==> src/rtl/ram_arb_pkg.sv <==
// Shared types for the two-master RAM arbiter: arbitration state and owner id.
package ram_arb_pkg;

   typedef enum logic [1:0] {IDLE, OWN0, OWN1} arb_state_t;
   typedef enum logic {M0, M1} owner_t;

endpackage

==> src/rtl/ram_arbiter.sv <==
// Round-robin arbiter sharing one synchronous single-port RAM between two masters,
// with a bounded hold per grant and a one-cycle registered read-valid return.
module ram_arbiter
   import ram_arb_pkg::*;
#(
   parameter int DATA_W   = 9,
   parameter int ADDR_W   = 9,
   parameter int MAX_HOLD = 4
)(
   input  logic              clk,
   input  logic              rst,
   input  logic              m0_req,
   input  logic              m0_we,
   input  logic [ADDR_W-1:0] m0_addr,
   input  logic [DATA_W-1:0] m0_wdata,
   output logic              m0_gnt,
   output logic              m0_rvalid,
   input  logic              m1_req,
   input  logic              m1_we,
   input  logic [ADDR_W-1:0] m1_addr,
   input  logic [DATA_W-1:0] m1_wdata,
   output logic              m1_gnt,
   output logic              m1_rvalid,
   output logic [DATA_W-1:0] rdata,
   output logic [ADDR_W-1:0] ram_addr,
   output logic [DATA_W-1:0] ram_wdata,
   output logic              ram_we,
   input  logic [DATA_W-1:0] ram_rdata
);

   localparam int              HC_W      = $clog2(MAX_HOLD + 1);
   localparam logic [HC_W-1:0] HOLD_LAST = HC_W'(MAX_HOLD - 1);

   arb_state_t        r_state;
   owner_t            r_last_owner;
   logic [HC_W-1:0]   r_hold_cnt;
   logic              r_m0_rvalid_p1;
   logic              r_m1_rvalid_p1;

   logic              w_own_req;
   logic              w_own_we;
   logic              w_oth_req;
   logic [ADDR_W-1:0] w_own_addr;
   logic [DATA_W-1:0] w_own_wdata;

   assign m0_gnt = (r_state == OWN0);
   assign m1_gnt = (r_state == OWN1);

   // Owner mux: with no owner every field stays zero, so nothing reaches the RAM.
   always_comb begin
      w_own_req   = 1'b0;
      w_own_we    = 1'b0;
      w_oth_req   = 1'b0;
      w_own_addr  = '0;
      w_own_wdata = '0;
      case (r_state)
         OWN0: begin
            w_own_req   = m0_req;
            w_own_we    = m0_we;
            w_own_addr  = m0_addr;
            w_own_wdata = m0_wdata;
            w_oth_req   = m1_req;
         end
         OWN1: begin
            w_own_req   = m1_req;
            w_own_we    = m1_we;
            w_own_addr  = m1_addr;
            w_own_wdata = m1_wdata;
            w_oth_req   = m0_req;
         end
         default: ;
      endcase
   end

   assign ram_we    = w_own_req & w_own_we;
   assign ram_addr  = w_own_req ? w_own_addr  : '0;
   assign ram_wdata = w_own_req ? w_own_wdata : '0;
   assign rdata     = ram_rdata;

   always_ff @(posedge clk or negedge rst) begin
      if (!rst) begin
         r_state      <= IDLE;
         r_last_owner <= M1;
         r_hold_cnt   <= '0;
      end else begin
         case (r_state)
            IDLE: begin
               r_hold_cnt <= '0;
               if (m0_req && (!m1_req || r_last_owner == M1)) begin
                  r_state      <= OWN0;
                  r_last_owner <= M0;
               end else if (m1_req) begin
                  r_state      <= OWN1;
                  r_last_owner <= M1;
               end
            end
            OWN0, OWN1: begin
               // Release on owner idle, or on the last allowed transfer while the other waits.
               if (!w_own_req || (r_hold_cnt == HOLD_LAST && w_oth_req)) begin
                  r_hold_cnt <= '0;
                  if (w_oth_req) begin
                     r_state      <= (r_state == OWN0) ? OWN1 : OWN0;
                     r_last_owner <= (r_state == OWN0) ? M1 : M0;
                  end else begin
                     r_state <= IDLE;
                  end
               end else if (r_hold_cnt != HOLD_LAST) begin
                  r_hold_cnt <= r_hold_cnt + 1'b1;
               end
            end
            default: r_state <= IDLE;
         endcase
      end
   end

   // Read return: valid follows the master that issued the read, even across a switch.
   always_ff @(posedge clk or negedge rst) begin
      if (!rst) begin
         r_m0_rvalid_p1 <= 1'b0;
         r_m1_rvalid_p1 <= 1'b0;
      end else begin
         r_m0_rvalid_p1 <= m0_gnt & m0_req & ~m0_we;
         r_m1_rvalid_p1 <= m1_gnt & m1_req & ~m1_we;
      end
   end

   assign m0_rvalid = r_m0_rvalid_p1;
   assign m1_rvalid = r_m1_rvalid_p1;

endmodule
==> config.mk <==
export PLATFORM = sky130hd
export DESIGN_NAME = ram_arbiter
export DESIGN_NICKNAME = d
export VERILOG_FILES = /design/src/rtl/ram_arb_pkg.sv /design/src/rtl/ram_arbiter.sv
export SDC_FILE = /design/constraint.sdc
export NUM_CORES = 1
export LEC_CHECK = 0
export ABC_CLOCK_PERIOD_IN_PS = 2200
export BUFFER_PORTS_ARGS = -buffer_cell sky130_fd_sc_hd__buf_4
export CORE_UTILIZATION = 37
export DETAILED_ROUTE_END_ITERATION = 8
export PLACE_DENSITY = 0.86
export SLEW_MARGIN = 10
export SYNTH_ARGS = -nofsm -noshare
export SYNTH_HDL_FRONTEND = slang
export SYNTH_SLANG_ARGS = --single-unit
==> constraint.sdc <==
create_clock -name clk -period 2.2 [get_ports clk]
set_clock_uncertainty 0.2 [all_clocks]
set_input_delay 0.11 -clock clk [delete_from_list [all_inputs] [get_ports clk]]
set_output_delay 0.11 -clock clk [all_outputs]
set_load 0.005 [all_outputs]
==> results.cfg, run 1 <==
[run_status]
status = complete, no violations

[yosys]
ys_top_cells_by_area = dfrtp_1, a22oi_1, nor2_1
syn_area_um2 = 890.9
ys_warn_count = 0
synth.largest_area_cell = dfrtp_1
syn_inst = 112
yosysTopAreaCellShare = 0.1966
synth_top_family_by_area = compound AO/OA/AOI/OAI gates
synth_cell_types = 36
synthAdderAreaFrac = 0.08427
syn_nets = 169
syn_area_per_cell_um2 = 7.954
yosys.area_share.simple = 0.1952
synthMuxAreaShare = 0.05337
synth_xor_area_frac = 0
synth_compound_area_frac = 0.2795
yosys_register_bits = 8
seq_area_frac_synth = 0.2261

[route]
via_per_inst = 5.356
firstDrtPassIters = 4
routed_wl_um = 2862
postRouteAntennaNets = 0
wl_per_cell_um = 14.17
drc_errors = 0
via_count = 1082
drtIter0Drc = 23

[cells_and_area]
finalNonFillerCells = 202
n_antenna_cell = 0
drive_above_1_share = 0.5172
areaGrowthSynthToFinish_pct = 63.06
most-common-layout-cells = buf_4, nor2_1, a22oi_1, dfrtp_1, inv_1
finalInstanceArea_um2 = 1453
nNetsFinal = 232
layout_commonest_cell = buf_4
fin_util = 0.6504

[floorplan]
core-area_um2 = 2233
die_h_um = 51.07
rows = 17
start_util = 0.3989
ios = 83
die_x_um = 51.07
die-area_um2 = 2608

[setup_path]
crit_path_end_kind = output port
crit_chain = inv_2 -> ha_4 -> buf_4 -> a21bo_4 -> buf_4 -> nor2_1 -> buf_4
cp.required_ns = 1.89
slowest_delay_ns = 0.37
crit_fanout = 7
cpMostUsedCell = buf_4
criticalPathCategory = reg -> out
cp.arrival_ns = 1.81
startpoint_type = flip-flop
slowest_stage = dfrtp_1

[cts]
cts.sinks = 8
clkTransAtPathRegs_ns = 0.06
cts_root_buf = clkbuf_4
clk_latency_ns = 0.26
clock_path_buffers = 2
cts_tree = done
cts_inserted_buffers = 3
htreeDepth = 1

[sta]
worst_pin_slew_ns = 0.3656
rsz0062_at_grt = yes
layout_worst_path_cycle_share = 0.9626
holdWs_ns = 0.0007338
final-hold-violation-count = 0
max_freq_ghz = 0.4722
slew_viol_final = 0
setup_slack_ns = 0.08222
setup_viol = 0
slew_headroom = 0.7562
finalWorstPathRequiredPeriod_ns = 2.118
tns_ns = 0

[power_and_ir_drop]
finalPower_mw = 1.322
leakage_nw = 0.6982
powerDensity_nw_per_um2 = 910.2
ir_drop_v = 0.0005641

[grt]
grt_use_total = 0.2355
gr-total-overflow = 0
grt_pass1_wl_um = 4581
grt_max_degree = 16
antenna_found_initial = 0
grt_pass1_vias = 1045

[place]
postPlaceCellArea_um2 = 1330
place_congestion = 0.7620
place_ws_ns = 0.1135
port_buffers = 64
place_hpwl_um = 2070
placedCellCount = 191

[flow_run]
cap_violations = 0

[worst_hold_path]
worst_hold_path_type = in -> async
[where the power goes]
part	internal, mW	total, mW	switching [mW]	leakage [nW]
logic	0.514	0.974	0.460	0.578
registers	0.197	0.222	0.0250	0.105
clock network	0.0698	0.126	0.0564	0.0150
total	0.781	1.32	0.541	0.698
[final cells by class]
class	count	area, µm²
Clock buffer	4	26.28
Fill cell	181	780.7
Inverter	6	22.52
Multi-Input combinational cell	79	579.3
Sequential cell	8	201.4
Tap cell	28	35.03
Timing Repair Buffer	77	588.1
[kinds of logic after synthesis]
logic type      after synthesis
mux                           4
fa+ha+maj                     6
buf+inv                      25
compound gates               34
flops                         8
simple gates                 35
[layer usage]
metal,global-route usage,share of wire,up-vias
li1,-,-,512
met1,0.2813,0.40,517
met2,0.4189,0.54,47
met3,0.01786,0.047,6
met4,0.1157,0.014,0
met5,0,0,-
[Yosys cell counts, drive strengths merged]
cell and n:
nand4bb 1, nand2 3, a31oi 1, nor2 22, o21ai 3, a21o 1
and3 2, nand3b 1, inv 6, mux2 3, nand4b 1, a21oi 3
a21bo 1, o31ai 1, dfstp 1, a221oi 1, buf 18, ha 6
dfrtp 7, o22ai 2, nand3 1, o31a 1, a22oi 20, mux2i 1
clkbuf 1, nor2b 1, nor3b 1, or2 1, or2b 1
[repair_timing]
| item | 4_1_cts | 5_1_grt |
|---|---|---|
| pin swaps | 0 | 0 |
| hold endpoints to repair | 10 | 0 |
| hold buffers | 4 | 0 |
| endpoints found under the setup margin | 11 | 11 |
| buffers inserted | 2 | 1 |
| gates resized for setup | 1 | 5 |
[sequential cells by signal, indices dropped and copies added (netlist names)]
name          count
r_last_owner      1
r_state           2
m1_rvalid         1
m0_rvalid         1
r_hold_cnt        3
[worst paths after layout]
check                      cells past startpoint          start            end  slack, ns
setup / recovery                               7     r_state[0]    ram_addr[0]       0.08
hold / removal                                 2            rst      m0_rvalid     0.0007
setup reg to reg                               5     r_state[0]     r_state[0]       0.20
hold reg to reg                                1  r_hold_cnt[0]  r_hold_cnt[0]       0.31
max in group asynchronous                      2            rst   r_last_owner       1.59
min in group clk                               3         m0_req      m0_rvalid       0.01
[critical path, delay by kind of cell, from the launching register on]
family          cells  cell delay, ns
compound gates      1            0.25
buf+inv             4            0.50
fa+ha+maj           1            0.28
flops               1            0.37
simple gates        1            0.14
No activity file was read; power rests on OpenSTA's default activity.
==> run 2, diff against run 1 <==
ABC_CLOCK_PERIOD_IN_PS = 2400   (was 2200)
CAP_MARGIN = 20   (was unset)
PLACE_DENSITY = 0.81   (was 0.86)
clock period = 2.4 ns   (was 2.2 ns; I/O delays follow)
==> run 2 against run 1 <==
Against the previous run:
- power fell by 17%
- sequential power fell by 5%
- via count fell by 5.5%
- global-route usage fell by 2.7 points
- clock power fell by 18%
- setup slack improved by 0.11 ns
- register-to-register slack barely moved
- sequential share of layout area rose by 0.55 points
- cell count fell by 2.0%
==> results.cfg, run 2 (synthesis gave the netlist of run 1 again) <==
[setup_path]
cp.arrival_ns = 2.13
crit_fanout = 10
criticalPathCategory = reg -> reg
crit_path_end_kind = flip-flop
startpoint_type = flip-flop
cp.required_ns = 2.33

[cts]
htreeDepth = 1
cts_tree = done
clkTransAtPathRegs_ns = 0.05
post-cts-setup-buffer-count = 0
cts.sinks = 8
cts_inserted_buffers = 3
cts_root_buf = clkbuf_4
clock_path_buffers = 2
clk_latency_ns = 0.24

[sta]
rsz0062_at_grt = no
layout_worst_path_cycle_share = 0.9183
tns_ns = 0
finalWorstPathRequiredPeriod_ns = 2.204
final-hold-violation-count = 0
worst_pin_slew_ns = 0.3403
slew_headroom = 0.7731
setup_viol = 0
slew_viol_final = 0
max_freq_ghz = 0.4537

[power_and_ir_drop]
power.share.clock = 0.094
leakage_nw = 0.6820
powerDensity_nw_per_um2 = 785.8
swShare = 0.4169
p_int_mw = 0.6404
seqPwrFrac = 0.192
combPwrFrac = 0.714
ir_drop_v = 0.0004047
switchingPower_mw = 0.4578

[grt]
antenna_found_initial = 0
gr-total-overflow = 0
grt_pass1_vias = 964
grt_pass1_wl_um = 4050
grt_max_degree = 21
grt_use_total = 0.2085

[cells_and_area]
finalInstanceArea_um2 = 1398
top_regs = r_hold_cnt (3), r_state (2)
layout_commonest_cell = buf_4
n_fill_cell = 190
most-common-layout-cells = buf_4, nor2_1, a22oi_1, dfrtp_1
regMostFlops = r_hold_cnt
nNetsFinal = 228
drive_above_1_share = 0.4765
largest_register_ffs = 3
n_antenna_cell = 0
areaGrowthSynthToFinish_pct = 56.88
finalNonFillerCells = 198

[route]
drtIter0Drc = 20
postRouteAntennaNets = 0
wl_per_cell_um = 13.49
drc_errors = 0
via_count = 1022
routed_wl_um = 2671
via_per_inst = 5.162
firstDrtPassIters = 4

[run_status]
status = complete, no violations

[place]
port_buffers = 64
place_congestion = 0.7650
postPlaceCellArea_um2 = 1315
placedCellCount = 189
place_hpwl_um = 2124

[worst_hold_path]
worst_hold_path_type = in -> async

[floorplan]
ios = 83
core-area_um2 = 2233
die_x_um = 51.07
start_util = 0.3989
die-area_um2 = 2608
rows = 17
die_h_um = 51.07

[flow_run]
cap_violations = 0
run 2: worst paths after layout:
path | from | end | slack [ns] | cells past startpoint
max | r_state[0] | r_state[1] | 0.20 | 5
min in group clk | ram_rdata[4] | rdata[4] | 0.04 | 0
max in group asynchronous | rst | r_last_owner | 1.77 | 2
max reg2reg | r_state[0] | r_state[1] | 0.20 | 5
min | rst | r_state[0] | 0.03 | 2
min reg2reg | r_hold_cnt[0] | r_hold_cnt[0] | 0.29 | 1
run 2: critical path: stages, from the launching register on:
cell	delay (ns)
dfrtp_1	0.39
inv_1	0.09
ha_1	0.42
and3_4	0.23
a221oi_2	0.37
mux2_2	0.38
run 2: timing repair:
item	CTS	global route
setup endpoints to repair	0	8
resized for setup	0	1
hold buffers	5	0
endpoints found under the hold margin	10	0
run 2: final cells by class:
| type | instances | area (µm²) | area share |
|---|---|---|---|
| well taps | 28 | 35.03 | 0.02507 |
| multi-input cells | 79 | 551.8 | 0.3948 |
| repair buffers | 73 | 560.5 | 0.4011 |
| inverters | 6 | 22.52 | 0.01611 |
| clock buffers | 4 | 26.28 | 0.01880 |
| flip-flops and latches | 8 | 201.4 | 0.1441 |
run 2: power groups by stage:
stage               clock (mW)  sequential (mW)  combinational [mW]
finish                   0.103            0.211               0.784
global route             0.120            0.216               0.855
CTS                      0.107            0.211               0.766
detailed placement           0            0.212               0.753
global placement             0            0.209               0.728
floorplan                    0            0.205               0.562
run 2: metal layers:
| layer | global-route usage | wire length (µm) |
|---|---|---|
| met5 | 0 | 0 |
| met4 | 0.08796 | 5 |
| met3 | 0.03274 | 110 |
| met2 | 0.3750 | 1488 |
| met1 | 0.2409 | 1066 |
run 2: per-stage QoR:
| step | setup slack (ns) | hold slack [ns] | utilization | total power [mW] |
|---|---|---|---|---|
| 6_report | 0.1961 | 0.02909 | 0.6258 | 1.098 |
| 2_1_floorplan | 0.3536 | -0.3756 | - | 0.7663 |
| 4_1_cts | 0.1850 | 0.03069 | 0.6230 | 1.084 |
| 3_3_place_gp | 0.2796 | -0.2599 | 0.5888 | 0.9369 |
| 3_5_place_dp | 0.2207 | -0.2584 | 0.5888 | 0.9654 |
| 5_1_grt | 0.04343 | 0.02803 | 0.6258 | 1.191 |
